File: src/rtl/rr_arbiter16.sv
// rr_arbiter16: sixteen-input round-robin arbiter feeding a 16x4 encoder.
// Registers a one-hot (or all-zero) grant plus an enable, holds each grant
// until the grantee releases it or the hold timeout fires, and always
// inserts one idle cycle between consecutive grants.
module rr_arbiter16 #(
   parameter int unsigned HOLD_MAX = 15
) (
   input  logic        clk,
   input  logic        rst_n,
   input  logic [0:15] req,
   input  logic        done,
   output logic [0:15] grant,
   output logic        grant_en,
   output logic        timeout
);

   typedef enum logic {
      IDLE  = 1'b0,
      GRANT = 1'b1
   } state_e;

   // Hold limit truncated to the counter width; HOLD_ON disables the timeout when zero.
   localparam logic [7:0] HOLD_LIM = 8'(HOLD_MAX);
   localparam bit         HOLD_ON  = (HOLD_MAX != 32'd0);

   // Round-robin search: first set bit at p, p+1, ... wrapping mod 16.
   // Result is {found, index}.
   function automatic logic [4:0] rr_pick(input logic [0:15] r, input logic [3:0] p);
      logic [4:0] res;
      logic [3:0] idx;
      res = 5'd0;
      for (int k = 0; k < 16; k++) begin
         idx = p + 4'(k);
         if (!res[4] && r[idx]) begin
            res = {1'b1, idx};
         end else begin
            res = res;
         end
      end
      return res;
   endfunction

   // One-hot vector with requester idx set (bit i belongs to requester i).
   function automatic logic [0:15] one_hot(input logic [3:0] idx);
      logic [0:15] v;
      v      = 16'h0000;
      v[idx] = 1'b1;
      return v;
   endfunction

   // Saturating increment for the hold counter; it must never wrap to zero.
   function automatic logic [7:0] sat_inc(input logic [7:0] c);
      return (c == 8'hFF) ? c : c + 8'd1;
   endfunction

   state_e      state_q, state_d;
   logic [3:0]  ptr_q, ptr_d;
   logic [7:0]  hold_cnt_q, hold_cnt_d;
   logic [3:0]  gid_q, gid_d;
   logic [0:15] grant_q, grant_d;
   logic        grant_en_q, grant_en_d;
   logic        timeout_q, timeout_d;

   logic [4:0]  pick_s;
   logic        rel_s;
   logic        rel_to_s;

   assign pick_s = rr_pick(req, ptr_q);

   // Release decision while a grant is active, in priority order:
   // done, requester withdrew, then hold timeout.
   always_comb begin
      rel_s    = 1'b0;
      rel_to_s = 1'b0;
      if (state_q == GRANT) begin
         if (done) begin
            rel_s = 1'b1;
         end else if (!req[gid_q]) begin
            rel_s = 1'b1;
         end else if (HOLD_ON && (hold_cnt_q == HOLD_LIM)) begin
            rel_s    = 1'b1;
            rel_to_s = 1'b1;
         end else begin
            rel_s    = 1'b0;
            rel_to_s = 1'b0;
         end
      end else begin
         rel_s    = 1'b0;
         rel_to_s = 1'b0;
      end
   end

   // Next-state computation for the FSM, pointer, hold counter and outputs.
   always_comb begin
      state_d    = state_q;
      ptr_d      = ptr_q;
      hold_cnt_d = hold_cnt_q;
      gid_d      = gid_q;
      grant_d    = grant_q;
      grant_en_d = grant_en_q;
      timeout_d  = 1'b0;
      case (state_q)
         IDLE: begin
            if (pick_s[4]) begin
               state_d    = GRANT;
               gid_d      = pick_s[3:0];
               grant_d    = one_hot(pick_s[3:0]);
               grant_en_d = 1'b1;
               hold_cnt_d = 8'd1;
            end else begin
               grant_d    = 16'h0000;
               grant_en_d = 1'b0;
            end
         end
         GRANT: begin
            if (rel_s) begin
               // Always drop to IDLE so the encoder sees a zero gap between grants.
               state_d    = IDLE;
               grant_d    = 16'h0000;
               grant_en_d = 1'b0;
               ptr_d      = gid_q + 4'd1;
               timeout_d  = rel_to_s;
            end else begin
               hold_cnt_d = sat_inc(hold_cnt_q);
            end
         end
         default: begin
            state_d    = IDLE;
            grant_d    = 16'h0000;
            grant_en_d = 1'b0;
         end
      endcase
   end

   // State and output registers; reset clears everything immediately.
   always_ff @(posedge clk or negedge rst_n) begin
      if (!rst_n) begin
         state_q    <= IDLE;
         ptr_q      <= 4'd0;
         hold_cnt_q <= 8'd0;
         gid_q      <= 4'd0;
         grant_q    <= 16'h0000;
         grant_en_q <= 1'b0;
         timeout_q  <= 1'b0;
      end else begin
         state_q    <= state_d;
         ptr_q      <= ptr_d;
         hold_cnt_q <= hold_cnt_d;
         gid_q      <= gid_d;
         grant_q    <= grant_d;
         grant_en_q <= grant_en_d;
         timeout_q  <= timeout_d;
      end
   end

   assign grant    = grant_q;
   assign grant_en = grant_en_q;
   assign timeout  = timeout_q;

endmodule

File: config.mk
export PLATFORM = sky130hd
export DESIGN_NAME = rr_arbiter16
export DESIGN_NICKNAME = d
export VERILOG_FILES = /design/src/rtl/rr_arbiter16.sv
export SDC_FILE = /design/constraint.sdc
export NUM_CORES = 1
export LEC_CHECK = 0
export ABC_AREA = 1
export BUFFER_PORTS_ARGS = -buffer_cell sky130_fd_sc_hd__buf_2
export CAP_MARGIN = 20
export CORE_AREA = 2 2 107 109
export CTS_CLUSTER_DIAMETER = 80
export DETAILED_ROUTE_END_ITERATION = 10
export DIE_AREA = 0 0 109 111
export HOLD_SLACK_MARGIN = 0.02
export PLACE_DENSITY = 0.58
export SLEW_MARGIN = 40
export SYNTH_ARGS = -nofsm -noshare
export SYNTH_HDL_FRONTEND = slang
export SYNTH_SLANG_ARGS = --single-unit
export TNS_END_PERCENT = 30
File: constraint.sdc
create_clock -name clk -period 3.4 [get_ports clk]
set_input_delay 0.68 -clock clk [delete_from_list [all_inputs] [get_ports clk]]
set_output_delay 0.68 -clock clk [all_outputs]
set_load 0.02 [all_outputs]
After elaboration in Yosys (flattened, before gate mapping)
Cells that the tools add are included.
Cells by class
  eq/ne operators: 6
  $lt $le $gt $ge: 19
  reductions and logical operators: 34
  multiplexer cells: 89
  bitwise operators: 19
  add/sub/neg operators: 17
Operator list (count)
  5-bit greater-or-equal comparator (second input constant): 18
  4-bit inverter with 5-bit output: 18
  5-bit 2-to-1 mux: 16
  1-bit binary-select mux with 4-bit select: 17
  1-bit 2-to-1 mux: 46
  4-bit adder (second input constant): 8
  16-bit 2-to-1 mux: 2
  16-bit case mux with 2 select lines: 1
  8-bit 2-to-1 mux: 3
  4-bit by 3-bit adder with 4-bit output (second input constant): 4
  1-bit logical AND: 16
  8-bit case mux with 2 select lines: 1
  1-bit zero test: 15
  4-bit by 1-bit adder with 4-bit output (second input constant): 2
  4-bit by 2-bit adder with 4-bit output (second input constant): 2
  8-bit by 1-bit adder with 8-bit output (second input constant): 1
  8-bit by 4-bit equality test with 1-bit output (second input constant): 1
  8-bit equality test (second input constant): 1
  2-bit inequality test (second input constant): 3
  5-bit by 1-bit < comparator with 1-bit output (second input constant): 1
  1-bit demux with 4-bit select: 1
  1-bit case mux with 2 select lines: 2
  2-bit AND reduction: 2
  3-bit AND reduction: 1
  other kinds (2): 2
Storage, ports and cells
  register bits: 35

Longest topological paths before layout
  depth after elaboration: 57
  gate-level depth with buffers: 27
  mapped depth without buffers: 24

Worst setup path before layout
Ideal clock, no wire load.
  path type: register to register
  start point: reg ptr_q[1]
  end point: reg hold_cnt_q[6]
  buffers on the path: 3
  data arrival time: 3.157 ns
  cell stages (with the launch flop): 24
  slack: 0.117 ns
  clock period less this slack: 3.283 ns
  path through: dfrtp_1 > inv_2 > buf_2 > ha_1 > inv_1 > buf_2 > nand3_1 > nand3_2 > nand2_2 > nand2_2 > nand2_4 > nor2_8 > nand4_4 > nor2_8 > nand4_4 > nor3_4 > nand3_2 > nor3_2 > nand2_1 > nand2_2 > nand2_4 > nand2_4 > buf_8 > o21ai_0
On the way
  cells in the longest elaborated chain, start to end: 52
  elaborated cells between the ends (all ways): 127
RTL lines
  from (decl): line 57  | logic [3:0] ptr_q, ptr_d;
  from (signal assigned): line 147  | ptr_q <= ptr_d;
  parallel branches: the longest is 49 deep, another holds 4-bit by 1-bit adder with 4-bit output
  5-bit 2-to-1 mux (*): line 34  | if (!res[4] && r[idx]) begin
  2-bit inequality test (no line) (*)
  3-bit AND reduction (no line) (*)
  to (signal assigned): line 148  | hold_cnt_q <= hold_cnt_d;
  to (decl): line 58  | logic [7:0] hold_cnt_q, hold_cnt_d;
Mark *: on every way between the ends. The select of a mux whose other input is x is not followed.
A chain may end at the register's enable or synchronous reset.

Worst setup path in the final report
  start point: reg ptr_q[0]
  end point: reg grant_q (netlist bit grant[7])
On the way
  cells in the longest elaborated chain, start to end: 57
  elaborated cells between the ends (all ways): 133
RTL lines
  parallel branches: the longest is 49 deep, another holds 4-bit by 1-bit adder with 4-bit output
  5-bit 2-to-1 mux (*): line 34
  4-bit inverter with 5-bit output (implied by the code): line 47  | v[idx] = 1'b1;
  5-bit greater-or-equal comparator (implied by the code) / 5-bit by 1-bit < comparator with 1-bit output (equally long branches): line 47
  1-bit logical AND (implied by the code): line 47
  1-bit 2-to-1 mux (implied by the code): line 47
  1-bit demux with 4-bit select: line 47
  16-bit 2-to-1 mux (*): line 104  | if (pick_s[4]) begin
  16-bit case mux with 2 select lines (*): line 102  | case (state_q)
  to (signal assigned): line 150  | grant_q <= grant_d;
  to (decl): line 60  | logic [0:15] grant_q, grant_d;
Marked as above.

==> run metrics <==
status=completed; # setup viols final=0; Final Wtd Congestion=between 0.9 and 1; die area=about 12,000 um^2; main combinational cell family by area after synthesis=simple AND/OR/NAND/NOR gates; worst hold path type=input port to async pin; Tmin final=~3.2 ns; layout cell share with drive strength beyond 1=between 20% and 30%; EDFF count, synth=0; period utilization=between 90% and 100%; Via density=roughly 5.2; fmax=just over 300 MHz; grt ovf=0; max incr delay on CP=around 0.42 ns; Clock Tree Root=clkbuf_16; crit path launch type=flop; CTS Buf Count=5; Critical Path RT=approximately 3.6 ns; crit-path max FO=9; Setup Skew=0.00310 ns; post-synthesis async set-or-reset flop share=between 90% and 100%; io pins=37; # port buffers=36; Synth cell types=39; Fin. Hold Viols=0; Slew headroom=52.3%; post-route antenna net violation count=0; Total Routing Usage GR=approximately a fifth; ANT cells=0; worst r2r src=ptr_q[0]; Post-Synth XOR/XNOR Area=about 3.4%; ys flop type=dfrtp_1; core area=between 10,000 and 15,000 um^2; DP Cell Count=a little over 800; compound-gate portion of the synthesized area=just under 8%; global-route wire length before repair=20.3 mm; final instance area=5080 um^2; crit path cell chain=inv_4 > ha_4 > buf_6 > nand3_2 > nand3_4 > nand2_2 > nand2_2 > nand2_4 > nor2_8 > nand4_4 > nor2_8 > nand4_4 > nor3_4 > nand3_4 > nor2_4 > nand4_1 > nand3_4 > buf_6 > nand3_2 > o21ai_2; TritonRoute pass-1 iters=5; TritonCTS clock tree=built; clk sinks=35; number of max-cap violations=0; Levels on crit path=20; H-tree levels=2; mean post-synth cell area=6.14 um^2; Synth Warn #=0; Wirelength per Cell=~15 um; placed cell areas=4410 um^2; crit end category=flop; fin nets=738; Crit path top cell by count=nand3_4; largest net degree at the start of global routing=36; CTS Buffer Depth=2; register area share after synthesis=roughly 23%; number of global-route vias before repair=4,003; Final HPWL DP=10.1 mm; max-slew violation count=0; Setup crit end=grant[7]; WP data arrival=3.45 ns; initial DRC count=roughly 300; Gate Count Post-Synth=slightly above 600; CP Buf/Inv Count=3; simple-gate area share of the yosys netlist=between 50% and 60%; RSZ-0062 raised after global routing=yes; most common cell after layout, fill and taps aside=nand2_1; critical path class=flop to flop; post-synth net total=~640; RR Endpoint=grant[7]; most frequent cells in the layout=nand2_1, nand3_1, buf_4; Synth Area in Adders=under 10%; clock-pin transition on the worst setup and hold timing paths=0.05 ns; worst slew pin tran=around 0.71 ns; Initial Util=between 30% and 40%; clock latency on the worst-skew pair=0.28 ns; slowest CP cell=dfrtp_2; R2R setup slack=0.16 ns; Critical Path Start=ptr_q[0]; via count=around 4,400; Post-Layout Cell Count=854; number of placement rows=39; die span in y=111 um; initial antenna violation count=0; mux cell area share after synthesis=0%; DRC viols=0; area grow syn2layout=34.4%; Routed WL=around 13 mm; Synth Register Bits=35; synthesized cell area=3780 um^2; worst reg2reg path depth=20; chip width=about 110 um; Worst path top cell family by delay=simple AND/OR/NAND/NOR gates
[state kept, by name, indices dropped and copies added (netlist names)]
name,flops
grant,16
timeout,1
gid_q,4
hold_cnt_q,8
grant_en,1
ptr_q,4
state_q,1
[Yosys cell counts (2+ instances only)]
cell type	n	area share [%]
buf_2	7	0.93
a21oi_1	6	0.79
nand3_1	117	16
nor2_1	66	6.6
o22ai_1	2	0.33
buf_6	4	1.2
or2_2	2	0.33
nand2_4	4	1.2
o21ai_0	19	2.5
o21ai_1	9	1.2
o221ai_1	2	0.46
o21a_1	4	0.79
nor2_2	4	0.66
o2111ai_1	2	0.46
inv_2	7	0.70
nand2_1	188	19
xor2_1	7	1.6
clkbuf_1	4	0.40
nand4_4	2	1.1
xor2_2	2	0.86
xnor2_1	2	0.46
nor2_8	2	1.1
nand2_2	12	2.0
nor3_1	3	0.40
nand4_1	20	3.3
dfrtp_1	35	23
inv_4	3	0.50
ha_1	9	3.0
inv_1	55	5.5
nand3_2	6	1.6
o211ai_1	2	0.40
[worst min path at each step]
stage,start,endpoint
6_report,rst_n,hold_cnt_q[5]
5_1_grt,rst_n,grant[1]
4_1_cts,grant_en,grant_en
3_5_place_dp,grant_en,grant_en
3_3_place_gp,grant[2],grant[2]
2_1_floorplan,rst_n,gid_q[0]
[kinds of logic after synthesis]
| group | after synthesis |
|---|---|
| buf+inv | 81 |
| xor+xnor | 12 |
| compound gates | 50 |
| fa+ha+maj | 9 |
| flops | 35 |
| simple gates | 428 |
[metal layers]
| layer | wire length (um) | vias to the layer above | track usage [%] | part of all wire [%] |
|---|---|---|---|---|
| met5 | 0 | - | 0 | 0 |
| met4 | 435 | 0 | 7.95 | 3.4 |
| met3 | 691 | 26 | 2.94 | 5.4 |
| met2 | 6000 | 151 | 33.5 | 47 |
| met1 | 5770 | 2043 | 29.4 | 45 |
| li1 | - | 2221 | - | - |
[through the flow]
| step | worst slack, ns | hold slack [ns] | util [%] | setup TNS [ns] |
|---|---|---|---|---|
| floorplan | 0.117 | 0.384 | - | 0 |
| global placement | -0.0743 | 0.465 | 39.8 | -0.256 |
| detailed placement | -0.0790 | 0.461 | 39.8 | -0.677 |
| CTS | 0.00111 | 0.483 | 41.3 | 0 |
| global route | -0.0470 | 0.390 | 45.8 | -0.248 |
| finish | 0.165 | 0.356 | 45.8 | 0 |
[repair_timing]
| item | in CTS | in global routing |
|---|---|---|
| hold buffers | 0 | 0 |
| buffers inserted | 0 | 18 |
| cloned | 0 | 1 |
| pin swaps | 1 | 24 |
| endpoints found under the setup margin | 17 | 29 |
| gates resized for setup | 6 | 82 |
[layout make-up]
cell class,count,area [um^2]
sequential,35,878
clock inverter,2,12.5
multi-input combinational,499,2840
timing repair buffer,104,783
inverter,65,256
tap,143,179
clock buffer,6,129
fill,1132,6000
Power is not shown: default switching activity piles up to over one toggle a cycle in this logic, so the estimate is an artifact.
